[src/rtl/jtkicker_sdram_resp_if.sv]
// Bundle of the ROM-slot request, download-write and memory-port signals around
// jtkicker_sdram_resp. The responder uses the slave view; the game/memory side uses master.
interface jtkicker_sdram_resp_if;
  logic        downloading;
  logic        sdram_req;
  logic [21:0] sdram_addr;
  logic        sdram_ack;
  logic        data_dst;
  logic        data_rdy;
  logic [15:0] data_read;
  logic        prog_we;
  logic [21:0] prog_addr;
  logic [7:0]  prog_data;
  logic [1:0]  prog_mask;
  logic [21:0] mem_addr;
  logic        mem_rd;
  logic        mem_we;
  logic [1:0]  mem_be;
  logic [15:0] mem_wdata;
  logic [15:0] mem_rdata;

  modport slave (
    input  downloading, sdram_req, sdram_addr,
    input  prog_we, prog_addr, prog_data, prog_mask,
    input  mem_rdata,
    output sdram_ack, data_dst, data_rdy, data_read,
    output mem_addr, mem_rd, mem_we, mem_be, mem_wdata
  );

  modport master (
    output downloading, sdram_req, sdram_addr,
    output prog_we, prog_addr, prog_data, prog_mask,
    output mem_rdata,
    input  sdram_ack, data_dst, data_rdy, data_read,
    input  mem_addr, mem_rd, mem_we, mem_be, mem_wdata
  );
endinterface

[src/rtl/jtkicker_sdram_resp.sv]
// SDRAM request responder: serves 2-word read bursts and download byte writes onto a
// 16-bit synchronous memory with 1-cycle read latency, inserting periodic refresh stalls.
module jtkicker_sdram_resp #(
  parameter int unsigned LATENCY     = 4,
  parameter int unsigned REFRESH_INT = 780,
  parameter int unsigned REFRESH_LEN = 8,
  parameter int unsigned WR_GAP      = 2
) (
  input  logic                  clk,
  input  logic                  rst,
  jtkicker_sdram_resp_if.slave  bus
);

  localparam int unsigned RW = (REFRESH_INT < 2) ? 1 : $clog2(REFRESH_INT + 1);

  typedef enum logic [2:0] {
    IDLE,
    RD_WAIT,
    RD_W0,
    RD_W1,
    WR_REC,
    REFRESH
  } state_t;

  state_t        state_q, state_d;
  logic [7:0]    cnt_q, cnt_d;
  logic [RW-1:0] rfsh_q, rfsh_d;
  logic [21:0]   a0_q, a0_d;
  logic          ack_q, ack_d;
  logic          dst_q, dst_d;
  logic          rdy_q, rdy_d;
  logic          rd_q, rd_d;
  logic          we_q, we_d;
  logic [1:0]    be_q, be_d;
  logic [21:0]   maddr_q, maddr_d;
  logic [15:0]   wdata_q, wdata_d;
  logic [15:0]   last_q, last_d;
  logic          rfsh_sat;
  logic          rfsh_due;

  assign rfsh_sat = (rfsh_q == RW'(REFRESH_INT));
  assign rfsh_due = (REFRESH_INT != 0) && rfsh_sat;

  always_comb begin
    state_d = state_q;
    cnt_d   = cnt_q;
    a0_d    = a0_q;
    ack_d   = 1'b0;
    dst_d   = 1'b0;
    rdy_d   = 1'b0;
    rd_d    = 1'b0;
    we_d    = 1'b0;
    be_d    = be_q;
    maddr_d = maddr_q;
    wdata_d = wdata_q;
    last_d  = last_q;
    rfsh_d  = rfsh_sat ? rfsh_q : rfsh_q + 1'b1;

    // Burst words come straight from mem_rdata; keep the last one for the hold value.
    if (dst_q || rdy_q) last_d = bus.mem_rdata;

    case (state_q)
      IDLE: begin
        if (rfsh_due) begin
          state_d = REFRESH;
          cnt_d   = 8'(REFRESH_LEN - 1);
          rfsh_d  = '0;
        end else if (bus.downloading && bus.prog_we) begin
          state_d = WR_REC;
          cnt_d   = 8'(WR_GAP);
          ack_d   = 1'b1;
          we_d    = 1'b1;
          maddr_d = bus.prog_addr;
          wdata_d = {bus.prog_data, bus.prog_data};
          be_d    = ~bus.prog_mask;
        end else if (!bus.downloading && bus.sdram_req) begin
          state_d = RD_WAIT;
          cnt_d   = 8'(LATENCY - 1);
          ack_d   = 1'b1;
          a0_d    = bus.sdram_addr;
        end
      end
      RD_WAIT: begin
        // cnt_q counts down to the cycle before the first data word.
        if (cnt_q == 8'd0) begin
          state_d = RD_W0;
          rd_d    = 1'b1;
          maddr_d = a0_q + 22'd1;
          dst_d   = 1'b1;
        end else begin
          cnt_d = cnt_q - 8'd1;
          if (cnt_q == 8'd1) begin
            rd_d    = 1'b1;
            maddr_d = a0_q;
          end
        end
      end
      RD_W0: begin
        state_d = RD_W1;
        rdy_d   = 1'b1;
      end
      RD_W1: begin
        state_d = IDLE;
      end
      WR_REC, REFRESH: begin
        if (cnt_q == 8'd0) state_d = IDLE;
        else               cnt_d   = cnt_q - 8'd1;
      end
      default: state_d = IDLE;
    endcase
  end

  always_ff @(posedge clk or posedge rst) begin
    if (rst) begin
      state_q <= IDLE;
      cnt_q   <= '0;
      rfsh_q  <= '0;
      a0_q    <= '0;
      ack_q   <= 1'b0;
      dst_q   <= 1'b0;
      rdy_q   <= 1'b0;
      rd_q    <= 1'b0;
      we_q    <= 1'b0;
      be_q    <= '0;
      maddr_q <= '0;
      wdata_q <= '0;
      last_q  <= '0;
    end else begin
      state_q <= state_d;
      cnt_q   <= cnt_d;
      rfsh_q  <= rfsh_d;
      a0_q    <= a0_d;
      ack_q   <= ack_d;
      dst_q   <= dst_d;
      rdy_q   <= rdy_d;
      rd_q    <= rd_d;
      we_q    <= we_d;
      be_q    <= be_d;
      maddr_q <= maddr_d;
      wdata_q <= wdata_d;
      last_q  <= last_d;
    end
  end

  assign bus.sdram_ack = ack_q;
  assign bus.data_dst  = dst_q;
  assign bus.data_rdy  = rdy_q;
  assign bus.data_read = (dst_q || rdy_q) ? bus.mem_rdata : last_q;
  assign bus.mem_addr  = maddr_q;
  assign bus.mem_rd    = rd_q;
  assign bus.mem_we    = we_q;
  assign bus.mem_be    = be_q;
  assign bus.mem_wdata = wdata_q;

endmodule

[src/flat_wrapper.sv]
// flat-port wrapper written by rule: the top's interface ports become plain ports
module jtkicker_sdram_resp_flat 
#(
  parameter int unsigned LATENCY     = 4,
  parameter int unsigned REFRESH_INT = 780,
  parameter int unsigned REFRESH_LEN = 8,
  parameter int unsigned WR_GAP      = 2
)
  (clk, rst, bus_downloading, bus_sdram_req, bus_sdram_addr, bus_prog_we, bus_prog_addr, bus_prog_data, bus_prog_mask, bus_mem_rdata, bus_sdram_ack, bus_data_dst, bus_data_rdy, bus_data_read, bus_mem_addr, bus_mem_rd, bus_mem_we, bus_mem_be, bus_mem_wdata);
  jtkicker_sdram_resp_if bus_i ();
  input  logic clk;
  input  logic rst;
  input wire logic [$bits(bus_i.downloading)-1:0] bus_downloading;
  input wire logic [$bits(bus_i.sdram_req)-1:0] bus_sdram_req;
  input wire logic [$bits(bus_i.sdram_addr)-1:0] bus_sdram_addr;
  input wire logic [$bits(bus_i.prog_we)-1:0] bus_prog_we;
  input wire logic [$bits(bus_i.prog_addr)-1:0] bus_prog_addr;
  input wire logic [$bits(bus_i.prog_data)-1:0] bus_prog_data;
  input wire logic [$bits(bus_i.prog_mask)-1:0] bus_prog_mask;
  input wire logic [$bits(bus_i.mem_rdata)-1:0] bus_mem_rdata;
  output wire logic [$bits(bus_i.sdram_ack)-1:0] bus_sdram_ack;
  output wire logic [$bits(bus_i.data_dst)-1:0] bus_data_dst;
  output wire logic [$bits(bus_i.data_rdy)-1:0] bus_data_rdy;
  output wire logic [$bits(bus_i.data_read)-1:0] bus_data_read;
  output wire logic [$bits(bus_i.mem_addr)-1:0] bus_mem_addr;
  output wire logic [$bits(bus_i.mem_rd)-1:0] bus_mem_rd;
  output wire logic [$bits(bus_i.mem_we)-1:0] bus_mem_we;
  output wire logic [$bits(bus_i.mem_be)-1:0] bus_mem_be;
  output wire logic [$bits(bus_i.mem_wdata)-1:0] bus_mem_wdata;
  assign bus_i.downloading = bus_downloading;
  assign bus_i.sdram_req = bus_sdram_req;
  assign bus_i.sdram_addr = bus_sdram_addr;
  assign bus_i.prog_we = bus_prog_we;
  assign bus_i.prog_addr = bus_prog_addr;
  assign bus_i.prog_data = bus_prog_data;
  assign bus_i.prog_mask = bus_prog_mask;
  assign bus_i.mem_rdata = bus_mem_rdata;
  assign bus_sdram_ack = bus_i.sdram_ack;
  assign bus_data_dst = bus_i.data_dst;
  assign bus_data_rdy = bus_i.data_rdy;
  assign bus_data_read = bus_i.data_read;
  assign bus_mem_addr = bus_i.mem_addr;
  assign bus_mem_rd = bus_i.mem_rd;
  assign bus_mem_we = bus_i.mem_we;
  assign bus_mem_be = bus_i.mem_be;
  assign bus_mem_wdata = bus_i.mem_wdata;
  jtkicker_sdram_resp #(.LATENCY(LATENCY), .REFRESH_INT(REFRESH_INT), .REFRESH_LEN(REFRESH_LEN), .WR_GAP(WR_GAP)) u_core (.clk(clk), .rst(rst), .bus(bus_i));
endmodule
[config.mk]
export PLATFORM = sky130hd
export DESIGN_NAME = jtkicker_sdram_resp_flat
export DESIGN_NICKNAME = d
export VERILOG_FILES = /design/src/rtl/jtkicker_sdram_resp_if.sv /design/src/rtl/jtkicker_sdram_resp.sv /design/src/flat_wrapper.sv
export SDC_FILE = /design/constraint.sdc
export NUM_CORES = 1
export LEC_CHECK = 0
export BUFFER_PORTS_ARGS = -buffer_cell sky130_fd_sc_hd__buf_4
export CAP_MARGIN = 20
export CORE_MARGIN = 3
export CORE_UTILIZATION = 56
export DETAILED_ROUTE_END_ITERATION = 10
export GPL_TIMING_DRIVEN = 0
export HOLD_SLACK_MARGIN = 0.02
export PLACE_DENSITY = 0.9
export SYNTH_ARGS = -nofsm -noshare
export SYNTH_HDL_FRONTEND = slang
export SYNTH_SLANG_ARGS = --single-unit
[constraint.sdc]
create_clock -name clk -period 6.15 [get_ports clk]
set_input_delay 1.5375 -clock clk [delete_from_list [all_inputs] [get_ports clk]]
set_output_delay 1.5375 -clock clk [all_outputs]
set_load 0.01 [all_outputs]
==> impl_metrics.ini, run 1 <==
[run_status]
status = finished, final reports clean

[global_routing]
grt_pass1_vias = 4112
grt_use_met3_pct = 5.36
top_usage_layer = met2
grt_max_degree = 54
grt_usage_pct = 25.8
gr-total-overflow = 0
gr-usage-met1_pct = 32.8
use_met2_pct = 43.6
grt_antenna_before_repair = 0
grt_pass1_wl_mm = 20.1

[route]
ant_nets = 0
vias = 4021
drt_first_pass_iters = 4
drt_iter0_drc = 143
vias_per_cell = 5.73
drt-total-wl_mm = 12.3
drc = 0
wl_per_cell_um = 17.5

[floorplan]
fp-row-count = 33
dieArea_um2 = 9640
core_um2 = 8220
initial_utilization_pct = 57.9
ios = 136
dieWidth_um = 98.2
die_h_um = 98.2

[sta]
tns_ns = 0
fin_crit_ns = 3.85
holdWs_ns = 0.497
fin_skew_ns = 0.0150
setup_violations = 0
min_period_over_period_pct = 62.6
finalHoldViolCount = 0
grt_setup_unrepaired = false
relSlewSlack_pct = 56.1
max_freq_mhz = 260
worst_slew_pin_slew_ns = 0.659
drv_slew = 0

[placed_design]
hpwl_mm = 9.55
place_area_um2 = 5930
io_buffers = 135
gp_congestion = 0.922

[cts]
htreeDepth = 3
clk_pin_slew_ns = 0.10
cts_max_path_buffers = 2
clockRootBuffer = clkbuf_8
cts_resized = 0
cts_tree = yes
clkSinkCount = 96
clk_latency_ns = 0.38
post_cts_buffers = 0
holdBufCountCts = 0
cts-buffers-inserted = 9

[critical_path]
endpoint_kind = output pin
crit_path_max_incr_delay_ns = 0.51
cp_slowest_cell = clkbuf_1
crit_chain = nor2_1, clkbuf_1, mux2_2, buf_4
crit_path_max_fanout = 10
startpoint_type = flip-flop
cp.required_ns = 4.61
crit_arrival_ns = 2.31
critPathKind = flip-flop to output pin

[yosys]
postSynthCellCount = 445
synthesis.nets = 526
synth_edf_count = 0
syn_avg_cell_area_um2 = 10.7
ys_seq_elements = 96
synth.distinct_cells = 58
synth-main-ff-cell = dfrtp_1
synth-async-reset-ratio_pct = 100
ys_seq_area_share_pct = 50.5
syn_area_um2 = 4760
ys_warn_count = 0

[power_and_ir_drop]
switchingPower_w = 0.00117
clkPwrFrac_pct = 15.0
p_comb_share_pct = 45.6
seqPwrFrac_pct = 39.5
p_leak_nw = 2.87
power.density_nw_per_um2 = 482
power.share.switching_pct = 39.4
internal-power_w = 0.00179
ir_drop_uv = 305

[final_layout]
fillers = 544
layout_common_cells = buf_4 (144), dfrtp_1 (96), nand2_1 (58)
drive_above_1_share_pct = 35.5
n_antenna_cell = 0
fin_util_pct = 74.8
mostFrequentLayoutCell = buf_4
syn2layout_area_growth_pct = 29.0
stdcell_area_um2 = 6140
seqCellArea_um2 = 2400
multi_input_area_um2 = 2160
fin_nets = 673

[flow_run]
max-cap-violations = 0

[hold_path]
worst_hold_path_type = flip-flop to flip-flop
==> cells in the mapped netlist, types with 2 or more instances <==
cell      number  area, um^2
inv_1          8        30.0
nand3_1       27         135
a21o_1         4        30.0
and4_1         4        35.0
nand4_1        8        50.1
and2_1         2        12.5
or2_2          2        12.5
buf_6          2        22.5
nor2_1        34         128
and3_1         3        18.8
o211ai_1      12        90.1
nor3_1         6        30.0
mux2_2        21         236
or3_1          5        31.3
nor4_2         2        25.0
dfrtp_1       96        2400
mux2_1        19         214
o21ai_0       11        55.1
ha_1           6        75.1
nor4_1         6        37.5
o31ai_1        4        30.0
a31oi_1        3        18.8
buf_4          9        67.6
nand2_1       58         218
o211ai_2       2        25.0
a21oi_1        7        35.0
xnor2_1       21         184
clkbuf_1       6        22.5
o21ai_1        8        40.0
a211oi_1       5        37.5
buf_2          9        45.0
xor2_1         9        78.8
==> logic make-up after synthesis <==
| logic type | count (synthesis) | synth area share, % |
|---|---|---|
| mux | 41 | 9.67 |
| buf+inv | 36 | 4.10 |
| compound gates | 65 | 9.80 |
| simple gates | 171 | 18.9 |
| xor+xnor | 30 | 5.52 |
| fa+ha+maj | 6 | 1.58 |
| flops | 96 | 50.5 |
==> final timing paths <==
| kind | depth (start not counted) | endpoint | slack, ns | start |
|---|---|---|---|---|
| setup / recovery | 4 | bus_data_read[11] | 2.30 | u_core.bus.data_rdy |
| hold / removal | 2 | u_core.bus.mem_addr[10] | 0.50 | u_core.bus.mem_addr[10] |
| setup reg to reg | 7 | u_core.bus.mem_addr[9] | 3.73 | u_core.state_q[2] |
| hold reg to reg | 2 | u_core.bus.mem_addr[10] | 0.50 | u_core.bus.mem_addr[10] |
| max in group asynchronous | 3 | u_core.bus.mem_addr[14] | 4.24 | rst |
| min in group asynchronous | 2 | u_core.bus.mem_wdata[7] | 1.24 | rst |
==> metrics by stage <==
| stage | cells | setup slack, ns | power (W) |
|---|---|---|---|
| 2_1_floorplan | 445 | 2.11 | 0.00195 |
| 5_1_grt | 702 | 2.16 | 0.00316 |
| 3_3_place_gp | 685 | 1.13 | 0.00245 |
| 3_5_place_dp | 686 | 2.53 | 0.00253 |
| 4_1_cts | 702 | 2.29 | 0.00296 |
| 6_report | 702 | 2.30 | 0.00296 |
==> critical path, delay by kind of cell, from the launching register on <==
family | cells | cell delay [ns]
simple gates | 1 | 0.45
mux | 1 | 0.43
flops | 1 | 0.39
buf+inv | 2 | 0.66
==> power groups by stage <==
stage	registers (W)	clock network (W)	logic, W
2_1_floorplan	0.00115	0	0.000799
3_3_place_gp	0.00115	0	0.00130
3_5_place_dp	0.00117	0	0.00135
4_1_cts	0.00116	0.000444	0.00136
5_1_grt	0.00120	0.000472	0.00148
6_report	0.00117	0.000443	0.00135
==> flip-flops by register name, summed over array words and instances (netlist names) <==
name	count
u_core.bus.data_dst	1
u_core.a0_q	22
u_core.rfsh_q	10
u_core.bus.mem_wdata	8
u_core.bus.mem_rd	1
u_core.last_q	16
u_core.bus.sdram_ack	1
u_core.state_q	3
u_core.bus.data_rdy	1
u_core.bus.mem_we	1
u_core.bus.mem_addr	22
u_core.cnt_q	8
u_core.bus.mem_be	2
==> cell type report <==
cell class,instances,area share [%]
inverters,10,0.652
clock inverters,5,1.02
plain buffers,26,2.57
well taps,105,2.14
multi-input cells,313,35.2
flip-flops and latches,96,39.1
clock buffers,11,2.46
repair buffers,136,16.8
==> metal layers <==
| layer | up-vias | share of wire, % | wire, um |
|---|---|---|---|
| met4 | 0 | 2.2 | 274 |
| met5 | - | 0 | 0 |
| met3 | 23 | 6.3 | 772 |
| met2 | 149 | 50 | 6090 |
| li1 | 1866 | - | - |
| met1 | 1983 | 42 | 5120 |
No activity file was read; power rests on OpenSTA's default activity.
==> run 2, diff against run 1 <==
Settings changed: CORE_UTILIZATION 56 to 47, PLACE_DENSITY 0.9 to 0.81.
Clock period 6.15 ns to 3.2 ns, I/O delays scaled along.
==> impl_metrics.ini, run 2 (synthesis gave the netlist of run 1 again) <==
[sta]
fin_crit_ns = 3.03
tns_ns = 0
relSlewSlack_pct = 53.3
fin_skew_ns = 0.00806
setup_violations = 0
finalHoldViolCount = 0
setup_ws_ns = 0.167
min_period_over_period_pct = 94.8
holdWs_ns = 0.484
worst_slew_pin_slew_ns = 0.699
grt_setup_unrepaired = false
drv_slew = 0
max_freq_mhz = 330

[cts]
clkSinkCount = 96
clk_pin_slew_ns = 0.09
htreeDepth = 3
cts-buffers-inserted = 9
cts_resized = 0
clk_latency_ns = 0.36
post_cts_buffers = 0
holdBufCountCts = 0
cts_max_path_buffers = 2
cts_tree = yes
clockRootBuffer = clkbuf_8

[critical_path]
crit_arrival_ns = 2.23
startpoint_type = flip-flop
crit_chain = nor2_1, clkbuf_1, mux2_2, buf_4
crit_path_max_fanout = 10
r2r_cells = 7
cp_slowest_cell = clkbuf_1
r2r_start = u_core.state_q[2]
crit_path_max_incr_delay_ns = 0.47
r2r_slack_ns = 0.68
critPathKind = flip-flop to output pin
r2r_end = u_core.bus.mem_addr[17]
endpoint_kind = output pin
cp.required_ns = 2.40

[final_layout]
fin_nets = 674
stdcell_count = 731
layout_common_cells = buf_4 (144), dfrtp_1 (96), nand2_1 (58)
syn2layout_area_growth_pct = 29.6
fillers = 786
drive_above_1_share_pct = 35.5
seqCellArea_um2 = 2400
stdcell_area_um2 = 6170
mostFrequentLayoutCell = buf_4
multi_input_area_um2 = 2160
n_antenna_cell = 0

[global_routing]
grt_pass1_vias = 3865
grt_usage_pct = 20.7
gr-total-overflow = 0
grt_pass1_wl_mm = 18.9
grt_antenna_before_repair = 0
grt_max_degree = 40

[hold_path]
hold_start = u_core.bus.mem_addr[5]
hold_depth = 1
worst_hold_path_type = flip-flop to flip-flop
whs_endpoint = u_core.bus.mem_addr[5]

[placed_design]
placedCellCount = 715
post-place-ws_ns = 0.568
gp_congestion = 0.929
place_area_um2 = 5980
io_buffers = 135
hpwl_mm = 8.95

[power_and_ir_drop]
ir_drop_uv = 303
p_leak_nw = 2.87
power.density_nw_per_um2 = 903

[route]
drt_first_pass_iters = 7
wl_per_cell_um = 16.0
vias = 3964
ant_nets = 0
vias_per_cell = 5.42
drt-total-wl_mm = 11.7
drt_iter0_drc = 296
drc = 0

[floorplan]
fp-row-count = 36
core_um2 = 9820
ios = 136
initial_utilization_pct = 48.5
die_h_um = 107
dieArea_um2 = 11400
dieWidth_um = 107

[flow_run]
max-cap-violations = 0

[run_status]
status = finished, final reports clean
run 2: changes by cell type in the layout (fill, tap and decap cells not counted), sizes merged:
cell,before,now
clkinv,2,5
inv,10,9
clkbuf,17,16
clkinvlp,2,1
buf,156,157
run 2: how the worst max path moves through the flow:
| stage | from | to | slack, ns | cells after the start |
|---|---|---|---|---|
| 6_report | u_core.bus.data_rdy | bus_data_read[10] | 0.17 | 4 |
| 5_1_grt | u_core.bus.data_rdy | bus_data_read[14] | 0.007 | 4 |
| 4_1_cts | u_core.bus.data_rdy | bus_data_read[10] | 0.15 | 4 |
| 3_5_place_dp | u_core.bus.data_rdy | bus_data_read[10] | 0.57 | 4 |
| 3_3_place_gp | u_core.bus.data_rdy | bus_data_read[12] | 0.61 | 4 |
| 2_1_floorplan | u_core.bus.data_rdy | bus_data_read[10] | 0.87 | 3 |
run 2: final cells by class:
| type | instances | area share (%) |
|---|---|---|
| flip-flops and latches | 96 | 38.9 |
| multi-input cells | 313 | 35.1 |
| repair buffers | 137 | 17.1 |
| well taps | 133 | 2.70 |
| plain buffers | 26 | 2.55 |
| clock buffers | 10 | 2.07 |
| clock inverters | 6 | 0.953 |
| inverters | 10 | 0.669 |
run 2: critical path, delay by kind of cell, from the launching register on:
family	cells	cell delay, ns
buf+inv	2	0.62
simple gates	1	0.43
flops	1	0.41
mux	1	0.41
run 2: power by group:
group          switching (W)  internal (W)
sequential          0.000461       0.00176
clock               0.000414      0.000359
combinational        0.00129       0.00128
run 2: layer usage:
metal,global-route usage [%],vias up,share of wire (%)
met3,3.49,17,7.2
li1,-,1864,-
met1,27.1,1918,40
met2,35.4,165,51
met5,0,-,0
met4,6.48,0,1.4
run 2: per-stage QoR:
stage,total power (W),utilization [%]
3_3_place_gp,0.00469,60.5
6_report,0.00557,62.8
4_1_cts,0.00559,62.8
2_1_floorplan,0.00375,-
3_5_place_dp,0.00482,60.9
5_1_grt,0.00599,62.8
